$ cat src/rtl/user_update_reg_if.sv
// Bundles the JTAG TAP-side strobes and the committed control-bus outputs of
// user_update_reg; the master modport is the TAP/host side, slave is the register.
interface user_update_reg_if #(
    parameter int width = 8
);
    logic             SEL;
    logic             FUPD;
    logic             TDI;
    logic             CAPTURE;
    logic             SHIFT;
    logic             UPDATE;
    logic             TDO;
    logic [width-1:0] DATA;
    logic             STRB;
    logic             LEN_ERR;

    modport master (
        output SEL, FUPD, TDI, CAPTURE, SHIFT, UPDATE,
        input  TDO, DATA, STRB, LEN_ERR
    );

    modport slave (
        input  SEL, FUPD, TDI, CAPTURE, SHIFT, UPDATE,
        output TDO, DATA, STRB, LEN_ERR
    );
endinterface

$ cat src/rtl/user_update_reg.sv
// JTAG serial-in/parallel-out user update register: commits a scanned word to DATA
// with a one-cycle STRB. Define USER_UPDATE_LENCHK_EN to reject scans of the wrong length.
module user_update_reg #(
    parameter int               width   = 8,
    parameter logic [width-1:0] DEFAULT = {width{1'b0}}
) (
    input  logic              DRCK,
    input  logic              RST_N,
    user_update_reg_if.slave  bus
);
    typedef enum logic [1:0] {
        IDLE     = 2'd0,
        ARMED    = 2'd1,
        SHIFTING = 2'd2
    } state_t;

    logic       ce;
    state_t     st_q, st_d;
    logic [width-1:0] q_q, q_d;
    logic [width-1:0] data_q, data_d;
    logic       strb_q, strb_d;

`ifdef USER_UPDATE_LENCHK_EN
    localparam int CNT_W = $clog2(width + 2);
    localparam logic [CNT_W-1:0] CNT_FULL = CNT_W'(width);
    localparam logic [CNT_W-1:0] CNT_MAX  = CNT_W'(width + 1);

    logic [CNT_W-1:0] cnt_q, cnt_d;
    logic             lenerr_q, lenerr_d;
`endif

    assign ce = bus.SEL & bus.FUPD;

    always_comb begin
        st_d   = st_q;
        q_d    = q_q;
        data_d = data_q;
        strb_d = 1'b0;
`ifdef USER_UPDATE_LENCHK_EN
        cnt_d    = cnt_q;
        lenerr_d = lenerr_q;
`endif
        if (ce) begin
            if (bus.CAPTURE) begin
                // Preload the live setting so TDO reads back the old value during the scan
                st_d = ARMED;
                q_d  = data_q;
`ifdef USER_UPDATE_LENCHK_EN
                cnt_d    = '0;
                lenerr_d = 1'b0;
`endif
            end else if (bus.SHIFT && st_q != IDLE) begin
                st_d = SHIFTING;
                q_d  = {bus.TDI, q_q[width-1:1]};
`ifdef USER_UPDATE_LENCHK_EN
                if (cnt_q != CNT_MAX) cnt_d = cnt_q + 1'b1;
`endif
            end else if (bus.UPDATE && st_q != IDLE) begin
                st_d = IDLE;
`ifdef USER_UPDATE_LENCHK_EN
                if (cnt_q == CNT_FULL) begin
                    data_d   = q_q;
                    strb_d   = 1'b1;
                    lenerr_d = 1'b0;
                end else begin
                    lenerr_d = 1'b1;
                end
`else
                data_d = q_q;
                strb_d = 1'b1;
`endif
            end
        end
    end

    always_ff @(posedge DRCK) begin
        if (!RST_N) begin
            st_q   <= IDLE;
            q_q    <= '0;
            data_q <= DEFAULT;
            strb_q <= 1'b0;
`ifdef USER_UPDATE_LENCHK_EN
            cnt_q    <= '0;
            lenerr_q <= 1'b0;
`endif
        end else begin
            st_q   <= st_d;
            q_q    <= q_d;
            data_q <= data_d;
            strb_q <= strb_d;
`ifdef USER_UPDATE_LENCHK_EN
            cnt_q    <= cnt_d;
            lenerr_q <= lenerr_d;
`endif
        end
    end

    assign bus.TDO  = ce & q_q[0];
    assign bus.DATA = data_q;
    assign bus.STRB = strb_q;
`ifdef USER_UPDATE_LENCHK_EN
    assign bus.LEN_ERR = lenerr_q;
`else
    assign bus.LEN_ERR = 1'b0;
`endif
endmodule

$ cat src/flat_wrapper.sv
// flat-port wrapper written by rule: the top's interface ports become plain ports
module user_update_reg_flat 
#(
    parameter int               width   = 8,
    parameter logic [width-1:0] DEFAULT = {width{1'b0}}
)
  (DRCK, RST_N, bus_SEL, bus_FUPD, bus_TDI, bus_CAPTURE, bus_SHIFT, bus_UPDATE, bus_TDO, bus_DATA, bus_STRB, bus_LEN_ERR);
  user_update_reg_if #(.width(width)) bus_i ();
  input  logic DRCK;
  input  logic RST_N;
  input wire logic [$bits(bus_i.SEL)-1:0] bus_SEL;
  input wire logic [$bits(bus_i.FUPD)-1:0] bus_FUPD;
  input wire logic [$bits(bus_i.TDI)-1:0] bus_TDI;
  input wire logic [$bits(bus_i.CAPTURE)-1:0] bus_CAPTURE;
  input wire logic [$bits(bus_i.SHIFT)-1:0] bus_SHIFT;
  input wire logic [$bits(bus_i.UPDATE)-1:0] bus_UPDATE;
  output wire logic [$bits(bus_i.TDO)-1:0] bus_TDO;
  output wire logic [$bits(bus_i.DATA)-1:0] bus_DATA;
  output wire logic [$bits(bus_i.STRB)-1:0] bus_STRB;
  output wire logic [$bits(bus_i.LEN_ERR)-1:0] bus_LEN_ERR;
  assign bus_i.SEL = bus_SEL;
  assign bus_i.FUPD = bus_FUPD;
  assign bus_i.TDI = bus_TDI;
  assign bus_i.CAPTURE = bus_CAPTURE;
  assign bus_i.SHIFT = bus_SHIFT;
  assign bus_i.UPDATE = bus_UPDATE;
  assign bus_TDO = bus_i.TDO;
  assign bus_DATA = bus_i.DATA;
  assign bus_STRB = bus_i.STRB;
  assign bus_LEN_ERR = bus_i.LEN_ERR;
  user_update_reg #(.width(width), .DEFAULT(DEFAULT)) u_core (.DRCK(DRCK), .RST_N(RST_N), .bus(bus_i));
endmodule
$ cat config.mk
export PLATFORM = sky130hd
export DESIGN_NAME = user_update_reg_flat
export DESIGN_NICKNAME = d
export VERILOG_FILES = /design/src/rtl/user_update_reg_if.sv /design/src/rtl/user_update_reg.sv /design/src/flat_wrapper.sv
export SDC_FILE = /design/constraint.sdc
export NUM_CORES = 1
export LEC_CHECK = 0
export CAP_MARGIN = 40
export CORE_UTILIZATION = 35
export DETAILED_ROUTE_END_ITERATION = 12
export PLACE_DENSITY = 0.68
export SLEW_MARGIN = 30
export SYNTH_ARGS = -nofsm -noshare
export SYNTH_HDL_FRONTEND = slang
export SYNTH_SLANG_ARGS = --single-unit
$ cat constraint.sdc
create_clock -name DRCK -period 1.4 [get_ports DRCK]
set_input_delay 0.14 -clock DRCK [delete_from_list [all_inputs] [get_ports DRCK]]
set_output_delay 0.14 -clock DRCK [all_outputs]
set_load 0.01 [all_outputs]
# Word level (Yosys, flattened, before mapping)
# Cells that the tools add are included.
# totals
register_bits	19
latch_bits	0
mem_bits_rw	0
mem_bits_ro	0
inputBits	8
output_inout_bits	11
wordCells	25
mem_count	0
# classes
addsub	0
multipliers	0
div_mod_pow	0
order_cmp	0
n_eq_ne	0
shift	0
mux	6
bitwise	6
reduce_logical	9
# op_table
cell	count
$mux W8	2
$mux W2	3
$not A1 Y1	4
$reduce_and A2 Y1	2
$reduce_and A4 Y1	1
$reduce_bool A2 Y1	2
$reduce_or A4 Y1	1
$reduce_bool A3 Y1	1
$and A1 B1 Y1	2
$logic_and A1 B1 Y1	2
$mux W1	1

# Depth between registers and ports, before layout
# Gate-level depths: netlist of the first run.
# depth
ltp_word	5
depth_mapped	4
ltp_nobuf	3

# Worst setup path after synthesis of the first run
# OpenSTA, ideal clock, no wires.
# synth_path
path_kind	reg2reg
from	register u_core.st_q[1]
to	register u_core.data_q[0] (netlist: u_core.bus.DATA[0])
setup_time_ns	0.072
t_arrival_ns	1.115
path_slack_ns	0.214
stages_incl_launch_ff	5
n_path_buf	1
cell_sequence	dfxtp_1 -> o211ai_1 -> nor4b_1 -> buf_2 -> mux2i_1
# synth_via
elab_chain_len	4
elab_cells_between_ends	5
cone_classes	bitwise: 1; reduce/logical: 4
# synth_lines
item	line_no	text
from (decl)	user_update_reg.sv:18	state_t st_q, st_d;
from (signal assigned)	user_update_reg.sv:87	st_q <= st_d;
$reduce_bool A2 Y1 *	user_update_reg.sv:52, user_update_reg.sv:58	
$logic_and A1 B1 Y1	user_update_reg.sv:52	end else if (bus.SHIFT && st_q != IDLE) begin
$not A1 Y1 (no line)	-	
$reduce_and A4 Y1 (no line) *	-	
to (signal assigned)	user_update_reg.sv:89	data_q <= data_d;
to (decl)	user_update_reg.sv:20	logic [width-1:0] data_q, data_d;
# Mark *: on every way between the ends. The rest lies on a longest branch, timed or not.
# A chain may end at the register's enable or synchronous reset.

# Worst setup path in the final report of the first run
# layout_path
from	register u_core.st_q[0]
to	register u_core.q_q[5]
# layout_via
elab_chain_len	4
# layout_lines
item	line_no	text
$reduce_bool A2 Y1	user_update_reg.sv:52	
$logic_and A1 B1 Y1	user_update_reg.sv:52	
$reduce_bool A2 Y1 (no line)	-	
$reduce_and A2 Y1 (no line)	-	
to (signal assigned)	user_update_reg.sv:88	q_q <= q_d;
to (decl)	user_update_reg.sv:19	logic [width-1:0] q_q, q_d;
# Every way passes these cells.

==> flow_results.org, run 1 <==
** Outcome
- Result of the run :: finished clean

** STA
- The final hold violation count came to 0.
- Final Slew Violations :: 0
- Min Tclk post-route :: 1.38 ns
- Maximum achievable frequency :: 0.727 GHz
- Final setup fails :: 0
- On the final layout, the worst clock skew is 0.00798 ns.
- Setup repair after global routing could not meet its margin everywhere.
- Post-route clock period utilization :: 0.983

** Routing
- Final wirelength :: 1710 µm
- In the routed design, unresolved DRC markers number 0.
- Number of DRC markers in iteration 0 :: 6
- Summing over every cut layer, the via total after detailed routing is 693.
- Number of routed nets with antenna violations :: 0
- Wire length per cell after detailed routing :: 12.1 µm
- Detailed-route vias per instance :: 4.91
- The first TritonRoute pass finished after 4 iterations.

** Clocking
- Clock-pin slew of the registers on the worst-case setup and hold paths :: 0.11 ns
- H-tree Lvls :: 1
- Insertion delay to the later sink of the worst-skew pair :: 0.30 ns
- Buffer type at the clock tree root :: clkbuf_4
- In this run the post-CTS setup repair buffer count came out at 0.
- Sinks on the clock net :: 19
- Num CTS Buffers :: 3
- The clock passes through at most 2 buffers.
- TritonCTS built the clock tree.

** Floorplan
- The die covers 2490 µm².
- After floorplanning, the core was divided into 16 placement rows.
- Die X :: 49.9 µm
- Placeable core region :: 2060 µm²
- Initial core utilization :: 0.389
- From bottom edge to top edge, the die measures 49.9 µm.
- I/O pins :: 19

** Setup path
- In this run the critical register-to-register path is launched from u_core.st_q[0].
- The worst setup path is captured at a flip-flop.
- FF-to-FF path depth :: 5
- Required time at the worst-slack endpoint :: 1.59 ns
- Classification of the worst setup path :: flip-flop to flip-flop
- Critical path startpoint category :: flip-flop
- Across all register-to-register paths, the minimum setup slack is 0.02 ns.
- Largest driver fanout on the critical path :: 9
- Arrival time at the worst endpoint :: 1.57 ns
- In this run the critical register-to-register path is captured at u_core.q_q[5].

** Min path
- Worst Hold Path Cells :: 3
- The path class of the tightest hold or removal check is input pin to flip-flop.
- Worst hold endpoint :: u_core.q_q[7]
- The worst hold path begins at bus_TDI.

** Final layout
- The finished layout holds 141 standard cells, fillers aside.
- Once layout is complete, the utilization of the core stands at 0.533.
- Synthesis-to-layout area growth :: 37.1%
- The number of antenna diodes in the final layout is 0.
- In the final layout, the share of cells above drive strength 1 is 0.158.
- For this run, the post-layout net count is 123.

** Logic synthesis
- Cell taking the most area after synthesis :: dfxtp_1
- Synthesis produced 91 cells.
- Sequential cell area fraction in the yosys report :: 0.474
- Warnings from Yosys :: 0
- Avg Synthesized Cell Area :: 8.81 µm²
- Cell area after synthesis :: 802 µm²
- When the netlist entered floorplanning its net count stood at 99.
- Register bit count reported by yosys :: 19
- Post-synth cell types :: 21
- Share of the synthesized area in the top cell type :: 0.474
- Yosys attributes the largest share of cell area to dfxtp_1 47%, mux2i_1 10%, a221oi_1 8.7%.

** Global routing
- Overall routing resource usage :: 0.151
- Summed over all layers, the global routing overflow is 0.
- The number of antenna violations at the first check in global routing came to 0.
- The via count of the first global-routing pass is 641.
- The first global-routing pass estimated 2830 µm of wire.
- Entering global routing, the biggest net connects 28 pins.

** Placed design
- Input and output buffers added on the ports amount to 17.
- In this run, placement finished with an instance count of 137.
- Weighted congestion at the end of routability-driven global placement :: 0.773
- The HPWL after detailed placement is 1210 µm.

** Pwr
- Worst-case vdd ir drop :: 0.000816 V
- Dividing total power by cell area gives a power density of 845 nW/µm².
- Static leakage power :: 0.449 nW

** Flow run
- Number of maximum-capacitance constraint violations :: 0
-- cell usage after synthesis --
master    number
buf_2          1
o21ai_0        9
clkbuf_1       3
o211ai_1       1
dfxtp_1       19
inv_1          9
buf_4          1
conb_1         1
mux2i_1        8
a221oi_1       8
nor2_1         3
nand3_1        1
a21boi_0       1
nor3_1         2
or3_1          1
nor4b_1        1
nor3b_2        1
buf_6          1
o21a_1         2
nand2_1       17
and2_1         1
-- worst max path at each step --
stage / start / to / slack (ns) / depth (start not counted)
after floorplan: u_core.st_q[1] / u_core.bus.DATA[0] / 0.21 / 4
after global placement: bus_SEL / u_core.q_q[6] / -0.25 / 4
after detailed placement: bus_SEL / u_core.q_q[5] / -0.29 / 4
after CTS: u_core.st_q[1] / u_core.q_q[5] / 0.005 / 5
after global routing: u_core.st_q[0] / u_core.q_q[5] / -0.03 / 5
final: u_core.st_q[0] / u_core.q_q[5] / 0.02 / 5
-- cell usage in the layout, fill, tap and decap left out --
master	Yosys	layout
dfxtp_1	19	17
o21a_1	2	2
a221oi_2	0	1
nor2_1	3	3
mux2i_1	8	8
a221oi_1	8	7
nand3_1	1	1
o21ai_0	9	9
dfxtp_2	0	2
o211ai_1	1	1
a21boi_0	1	1
clkdlybuf4s50_1	0	12
inv_1	9	9
dlymetal6s2s_1	0	4
dlygate4sd2_1	0	1
and2_1	1	1
clkinv_2	0	1
nor3b_2	1	1
nor3_1	2	2
nor4b_2	0	1
buf_4	1	7
buf_12	0	1
nand2_1	17	17
conb_1	1	1
clkbuf_4	0	3
or3_4	0	1
-- final cells by class --
| class | count | area (µm²) |
|---|---|---|
| Fill cell | 202 | 962 |
| Sequential cell | 19 | 383 |
| Multi-Input combinational cell | 57 | 370 |
| Timing Repair Buffer | 25 | 251 |
| Inverter | 9 | 33.8 |
| Tap cell | 27 | 33.8 |
| Clock buffer | 3 | 22.5 |
| Clock inverter | 1 | 5.00 |
-- repair_timing --
item	CTS	global route
hold buffers	0	0
pin swaps	0	2
hold endpoints to repair	0	0
resized for setup	1	8
endpoints found under the setup margin	1	13
cloned	0	0
-- sequential cells by signal (all words and copies together), names as in the netlist --
register / count
u_core.bus.STRB: 1
u_core.st_q: 2
u_core.q_q: 8
u_core.bus.DATA: 8
-- routing by layer --
metal | up-vias | part of all wire | wire length (µm) | GRT usage
li1 | 357 | - | - | -
met1 | 319 | 0.47 | 808 | 0.195
met2 | 17 | 0.48 | 814 | 0.236
met3 | 0 | 0.052 | 89 | 0.0586
met4 | 0 | 0 | 0 | 0.0286
met5 | - | 0 | 0 | 0
-- power by group --
part	internal (mW)	switching, mW
clock network	0.106	0.166
registers	0.553	0.00677
logic	0.0484	0.0477
total	0.708	0.221
-- critical path, stage by stage (launching register included) --
cell and delay (ns):
dfxtp_2 0.34, o211ai_1 0.25, buf_4 0.16, nor3b_2 0.03, buf_4 0.16, a221oi_1 0.32
-- cell families after synthesis --
logic type | share of synthesized area
AND/OR/NAND/NOR | 0.154
AO/OA/AOI/OAI | 0.181
flip-flops | 0.474
buffers and inverters | 0.0858
multiplexers | 0.0998
other | 0.00468
-- through the flow --
stage	TNS (ns)	worst slack [ns]	power, mW	cell area (µm²)	hold WS [ns]
2_1_floorplan	0	0.214	0.619	802	0.284
3_3_place_gp	-3.17	-0.253	0.663	1050	0.441
3_5_place_dp	-3.73	-0.291	0.665	1050	0.456
4_1_cts	0	0.00498	0.940	1080	0.401
5_1_grt	-0.105	-0.0284	0.979	1100	0.414
6_report	0	0.0239	0.929	1100	0.399
Note: power is estimated with default switching activity, not from simulation.
==> run 2: changes to the inputs <==
Settings changed: PLACE_DENSITY 0.68 to unset, SKIP_LAST_GASP set to 1.
==> run 2 against run 1 <==
Net effect:
- first-iteration DRC count is 33% higher
- largest power group unchanged
- power is 0.10% lower
- sequential cell count did not move
- worst setup slack gained 0.016 ns
- die area stayed put
- design area down 1.3%
==> flow_results.org, run 2 (synthesis gave the netlist of run 1 again) <==
** Final layout
- Most frequent cells in the layout :: 17 x nand2_1, 16 x dfxtp_1, 13 x clkdlybuf4s50_1, 9 x inv_1, 9 x o21ai_0
- Final net count :: 123 (unchanged)
- Filler cell count in the final layout :: 202 (unchanged)
- Fraction of final layout cells with drive strength greater than 1 :: 0.140 (-0.0175)
- The antenna diode count is 0 (unchanged).
- Synthesis-to-layout area growth :: 35.4%
- The post-layout instance area was 1090 µm² (-1.3%).
- The library cell used most frequently in the layout, excluding fill and tap cells, is nand2_1.

** Setup path
- The worst setup path is of the input pin to flip-flop kind.
- Critical Path Max Stage Delay :: 0.52 ns (+0.18 ns)
- In this run the critical register-to-register path is launched from u_core.st_q[0].
- Worst-path cell chain :: clkdlybuf4s50_1 -> nand2_1 -> or3_1 -> a221oi_1
- Required time at the worst-slack endpoint :: 1.60 ns (about the same)
- Critical path startpoint category :: input pin
- STA classifies the critical path endpoint as a flip-flop.
- Arrival time at the worst endpoint :: 1.56 ns (about the same)
- Largest driver fanout on the critical path :: 8 (-1)
- The path depth of the worst reg2reg path was 5 (unchanged).
- Register-to-register path setup slack :: 0.06 ns (+0.04 ns)
- The endpoint identified for the worst register-to-register timing path is u_core.q_q[1].
- Among all stages on the critical path, the largest delay is contributed by or3_1.

** Global routing
- The via count of the first global-routing pass came to 685 (+6.9%).
- The wire length of the first global-routing pass was 2730 µm (-3.4%).
- Initial antenna violation count :: 0 (unchanged)
- The total global routing track utilization was 0.147 (-0.00323).
- The largest net degree at the start of global routing was 28 (unchanged).
- The remaining global-route overflow came to 0 (unchanged).

** Floorplan
- I/O pins :: 19 (unchanged)
- The cell row count was 16 (unchanged).
- The chip width was 49.9 µm (unchanged).
- The initial cell density of the core is 0.389 (unchanged).
- Placeable core region :: 2060 µm² (unchanged)
- Die H :: 49.9 µm (unchanged)
- DIE AREA :: 2490 µm² (unchanged)

** Clocking
- Sinks on the clock net :: 19 (unchanged)
- TritonCTS built the clock tree.
- The hold buffer count at cts came to 0 (unchanged).
- Buffer type at the clock tree root :: clkbuf_4
- Insertion delay to the later sink of the worst-skew pair :: 0.30 ns (about the same)
- The H-tree level count came to 1 (unchanged).
- The clock-pin slew of the registers on the worst-case setup and hold paths came to 0.11 ns (about the same).
- Num CTS Buffers :: 3 (unchanged)
- Maximum count of clock buffers along a single path :: 2 (unchanged)

** Routing
- Number of DRC markers in iteration 0 :: 8 (+2)
- The average routed wire per standard cell is 11.1 µm (-8.9%).
- The number of nets with antenna violations after routing is 0 (unchanged).
- Final wirelength :: 1560 µm (-8.9%)
- The total number of vias was 672 (-3.0%).
- Residual DRC :: 0 (unchanged)
- The detail-routed via count per cell is 4.77 (-3.0%).
- Detailed Routing Iterations Pass 1 :: 4 (unchanged)

** Min path
- In this run the most critical hold path is launched from bus_TDI.
- Path class of the lowest-slack min-delay path :: input pin to flip-flop
- The path with the worst hold slack has its endpoint at u_core.q_q[7].
- The worst hold path stage count is 3 (unchanged).

** STA
- Final setup fails :: 0 (unchanged)
- The number of pins with negative max-slew slack in the final report is 0 (unchanged).
- The worst-case clock skew came to 0.00369 ns (-0.00429 ns).
- Maximum achievable frequency :: 0.735 GHz (+1.2%)
- Setup repair after global routing missed its margin :: yes
- Smallest setup slack after layout :: 0.0404 ns (+0.0165 ns)
- Min Tclk post-route :: 1.36 ns (-0.0165 ns)
- The final hold violation count was 0 (unchanged).
- Post-route clock period utilization :: 0.971 (-0.0118)

** Outcome
- Result of the run :: finished clean

** Pwr
- Worst-case vdd ir drop :: 0.000647 V (-21%)
- Pwr/cell area :: 854 nW/µm² (+1.2%)
- The leakage power is 0.426 nW (-5.1%).

** Placed design
- HPWL Detailed :: 1110 µm (-8.3%)
- Post-detailed-placement cell area :: 1050 µm² (unchanged)
- The routability-driven placement congestion ratio was 0.730 (-5.7%).
- Quantity of I/O buffers inserted on ports :: 17 (unchanged)
- Worst setup slack after placement :: -0.276 ns (+0.0155 ns)

** Flow run
- The number of maximum-capacitance violations came to 0 (unchanged).
==> run 2: cell count changes in the layout (fill, tap and decap cells not counted), sizes merged <==
cell           previous run  this run
dlymetal6s2s              4         3
clkbuf                    3         4
clkdlybuf4s50            12        13
clkinv                    1         0
==> run 2: how the worst max path moves through the flow <==
| stage | start | to |
|---|---|---|
| 2_1_floorplan | u_core.st_q[1] | u_core.bus.DATA[0] |
| 3_3_place_gp | bus_SEL | u_core.q_q[6] |
| 3_5_place_dp | bus_FUPD | u_core.q_q[1] |
| 4_1_cts | u_core.st_q[1] | u_core.q_q[1] |
| 5_1_grt | bus_SEL | u_core.q_q[7] |
| 6_report | bus_SEL | u_core.q_q[1] |
==> run 2: timing repair <==
| action | in CTS | in global routing |
|---|---|---|
| pin swaps | 0 | 2 |
| buffers inserted | 0 | 0 |
| endpoints found under the setup margin | 1 | 18 |
| resized for setup | 1 | 6 |
==> run 2: final cells by class <==
class                      instances  area (µm²)  area share
sequential                        19         384       0.354
multi-input combinational         57         359       0.331
clock buffer                       4        26.3      0.0242
tap                               27        33.8      0.0311
inverter                           9        33.8      0.0311
timing repair buffer              25         249       0.229
==> run 2: layer usage <==
| metal | part of all wire | GRT usage | routed length [µm] | up-vias |
|---|---|---|---|---|
| met2 | 0.42 | 0.223 | 658 | 16 |
| met5 | 0 | 0 | 0 | - |
| met1 | 0.52 | 0.190 | 807 | 295 |
| met4 | 0.016 | 0.0810 | 25 | 0 |
| met3 | 0.044 | 0.0370 | 68 | 4 |
| li1 | - | - | - | 357 |
==> run 2: power breakdown <==
part / switching (mW) / internal (mW)
Sequential: 0.00636 / 0.553
Combinational: 0.0452 / 0.0468
Clock: 0.165 / 0.111
Total: 0.217 / 0.711
==> run 2: worst max-delay path: cells and delay by family <==
family                 cells  cell delay (ns)
buffers and inverters      1             0.50
AO/OA/AOI/OAI              1             0.29
AND/OR/NAND/NOR            2             0.63
==> run 2: per-stage QoR <==
step | power, mW | hold slack, ns | util | cells | TNS (ns)
2_1_floorplan | 0.619 | 0.284 | - | 91 | 0
3_3_place_gp | 0.663 | 0.446 | 0.509 | 137 | -3.44
3_5_place_dp | 0.664 | 0.455 | 0.509 | 137 | -3.69
4_1_cts | 0.943 | 0.406 | 0.521 | 141 | 0
5_1_grt | 0.970 | 0.445 | 0.527 | 141 | -0.0853
6_report | 0.928 | 0.409 | 0.527 | 141 | 0
==> run 3: changes to the inputs <==
Settings changed: CORE_MARGIN set to 2, MAX_ROUTING_LAYER set to met4.
==> run 3 against run 2 <==
Net effect:
- routed wire length rose by 9.0%
- via count rose by 0.15%
- power barely moved
- worst setup slack improved by 0.010 ns
- hold slack got worse by 0.070 ns
- highest routed layer unchanged
- design area rose by 1.2%
- global-route usage fell by 0.92 points
- critical path type is now flip-flop to output port
- largest cell class unchanged
- clock power barely moved
- first-iteration DRC count rose to 2.6 times the previous value
- clock-buffer cell count fell by 1
- combinational power rose by 3.5%
- critical path depth fell by 3
==> flow_results.org, run 3 (synthesis gave the netlist of run 1 again) <==
** Floorplan
- The die span in y came to 51.9 µm (+4.0%).
- I/O pins :: 19 (unchanged)
- The core area was 2190 µm² (+6.2%).
- Initial core utilization :: 0.366 (-0.0229)
- The chip width was 51.9 µm (+4.0%).
- The area of the die is 2690 µm² (+8.2%).
- Number of core rows :: 17 (+1)

** Global routing
- First-pass GRT wire length :: 2620 µm (-4.3%)
- Initial antenna violation count :: 0 (unchanged)
- The remaining global-route overflow came to 0 (unchanged).
- Largest net degree at the start of global routing :: 28 (unchanged)
- The via count of the first global-routing pass came to 614 (-10%).
- Overall routing resource usage :: 0.138 (-0.00924)

** Final layout
- Synthesis-to-layout area growth :: 37.0%
- The count of filler cells inserted in the layout was 230 (+14%).
- Antenna cell count :: 0 (unchanged)
- Fraction of final layout cells with drive strength greater than 1 :: 0.142 (+0.00124)
- The number of nets in the layout is 122 (-0.81%).
- The post-layout instance area is 1100 µm² (+1.2%).
- Core utilization of the finished layout :: 0.501 (-0.0253)
- In the layout the commonest cells are 17 x nand2_1, 17 x dfxtp_1, 10 x clkdlybuf4s50_1, 9 x inv_1, 9 x o21ai_0.
- Cell Count, Final, Fillers Out :: 141 (unchanged)

** Pwr
- The fraction of power spent switching nets was 0.238 (+0.00421).
- The worst vdd rail ir drop is 0.000458 V (-29%).
- The reported net switching power is 0.221 mW (+1.8%).
- The proportion of power drawn by the clock network is 0.294 (-0.004).
- The combinational fraction of design power came to 0.103 (+0.004).
- The share of power burned in registers is 0.603 (about the same).
- The overall power after layout came to 0.928 mW (about the same).
- Static leakage power :: 0.466 nW (+9.5%)
- The power per cell area is 845 nW/µm² (-1.1%).
- The internal power summed over all cells came to 0.707 mW (-0.54%).

** Routing
- Total vias in the final route :: 673 (+0.15%)
- Length of routed wiring on met1 :: 825 µm (+2.2%)
- The first-pass iteration count of the detailed router came to 4 (unchanged).
- Total length of routed met3 wires :: 69 µm (+1.5%)
- The average routed wire per standard cell was 12.0 µm (+9.0%).
- Number of routed nets with antenna violations :: 0 (unchanged)
- Number of DRC markers in iteration 0 :: 21 (+13)
- The highest metal layer carrying signal wires in the routed design is met4.
- Final wirelength :: 1700 µm (+9.0%)
- Met2 wire len :: 783 µm (+19%)
- The detail-routed via count per cell is 4.77 (+0.15%).
- Residual DRC :: 0 (unchanged)

** Clocking
- The clock sink count is 19 (unchanged).
- H-tree Lvls :: 1 (unchanged)
- The maximum number of buffers from clock root to sink is 2 (unchanged).
- Clock tree from TritonCTS :: yes
- Clock tree synthesis selected as its root buffer the cell clkbuf_4.
- Clock-pin slew of the registers on the worst-case setup and hold paths :: 0.10 ns (about the same)
- Hold-fix buffer count after cts :: 0 (unchanged)
- Num CTS Buffers :: 3 (unchanged)
- Insertion delay to the later sink of the worst-skew pair :: 0.30 ns (about the same)

** Placed design
- HPWL Detailed :: 1130 µm (+1.8%)
- Dpl cells :: 136 (-0.73%)
- The cell area reported after detailed placement is 1040 µm² (-1.3%).
- The routability-driven placement congestion ratio is 0.740 (+1.4%).
- The number of buffers added on ports was 17 (unchanged).

** Outcome
- Result of the run :: finished clean

** Min path
- Worst hold endpoint :: u_core.st_q[0]
- In this run the most critical hold path is launched from bus_FUPD.
- Worst Hold Path Cells :: 4 (+1)
- Path class of the lowest-slack min-delay path :: input pin to flip-flop

** Setup path
- Cell type of the slowest stage on the worst timing path :: clkdlybuf4s50_1
- CP top delay family :: buffers and inverters
- Critical path startpoint category :: flip-flop
- The maximum fanout encountered on the critical timing path was 3 (-5).
- Startpoint of the worst-slack reg-to-reg timing path :: u_core.st_q[0]
- The path depth of the worst reg2reg path is 4 (-1).
- Critical register-to-register path endpoint :: u_core.q_q[6]
- The worst path buffer plus inverter count is 1 (unchanged).
- The biggest cell delay along the critical path came to 0.55 ns (+0.03 ns).
- CP Capture Type :: output port
- The reg2reg setup slack is 0.09 ns (+0.03 ns).
- The data arrival at the endpoint of the critical path was 1.21 ns (-0.35 ns).
- Worst-path cell chain :: clkdlybuf4s50_1
- Classification of the worst setup path :: flip-flop to output port
- Required time at the worst-slack endpoint :: 1.26 ns (-0.34 ns)

** STA
- Final setup fails :: 0 (unchanged)
- Setup repair after global routing left no endpoint under its margin.
- The worst-case clock skew is 0.0105 ns (+0.00679 ns).
- Min Tclk post-route :: 1.35 ns (-0.00996 ns)
- Final Slew Violations :: 0 (unchanged)
- The share of the cycle needed by the critical path after routing is 0.964 (-0.00712).
- Maximum achievable frequency :: 0.741 GHz (+0.74%)
- The final hold violation count was 0 (unchanged).

** Flow run
- Number of maximum-capacitance constraint violations :: 0 (unchanged)
==> run 3: power by group through the flow <==
stage	clock (mW)	combinational [mW]	sequential, mW
after floorplan	0	0.0486	0.570
after global placement	0	0.0905	0.572
after detailed placement	0	0.0914	0.572
after CTS	0.287	0.0920	0.560
after global routing	0.305	0.104	0.562
final	0.273	0.0952	0.560
==> run 3: layer usage <==
metal	global-route usage	up-vias
met3	0.0259	2
met1	0.178	299
met5	-	-
li1	-	356
met2	0.196	16
met4	0.0921	0
==> run 3: stage by stage <==
stage / TNS, ns / worst slack [ns] / hold WS, ns
floorplan: 0 / 0.214 / 0.284
global placement: -3.72 / -0.263 / 0.445
detailed placement: -3.56 / -0.294 / 0.452
CTS: 0 / 0.000334 / 0.402
global route: 0 / 0.000415 / 0.362
finish: 0 / 0.0503 / 0.339
==> run 3: final cells by class <==
| class | instances | area [µm²] | share of cell area |
|---|---|---|---|
| sequential | 19 | 383 | 0.349 |
| timing repair buffer | 24 | 249 | 0.227 |
| clock buffer | 3 | 22.5 | 0.0205 |
| tap | 28 | 35.0 | 0.0319 |
| multi-input combinational | 57 | 370 | 0.337 |
| clock inverter | 1 | 5.00 | 0.00456 |
| inverter | 9 | 33.8 | 0.0308 |
==> run 3: how the worst max path moves through the flow <==
stage / cells after the start / to / slack (ns) / start
2_1_floorplan: 4 / u_core.bus.DATA[0] / 0.21 / u_core.st_q[1]
3_3_place_gp: 4 / u_core.q_q[5] / -0.26 / bus_SEL
3_5_place_dp: 4 / u_core.q_q[6] / -0.29 / bus_SEL
4_1_cts: 4 / u_core.q_q[6] / 0.0003 / bus_SEL
6_report: 1 / bus_DATA[7] / 0.05 / u_core.bus.DATA[7]
5_1_grt: 1 / bus_DATA[7] / 0.0004 / u_core.bus.DATA[7]
==> run 3: what timing repair did <==
action                                  in CTS  in global routing
endpoints found under the setup margin       1                 13
hold endpoints to repair                     0                  0
resized for setup                            1                 10
pin swaps                                    0                  2
setup buffers                                0                  1
==> run 3: worst reg2reg max path: stages, from the launching register on <==
cell      delay [ns]
dfxtp_2         0.35
o211ai_1        0.14
buf_4           0.17
nor3b_4         0.37
a221oi_1        0.16
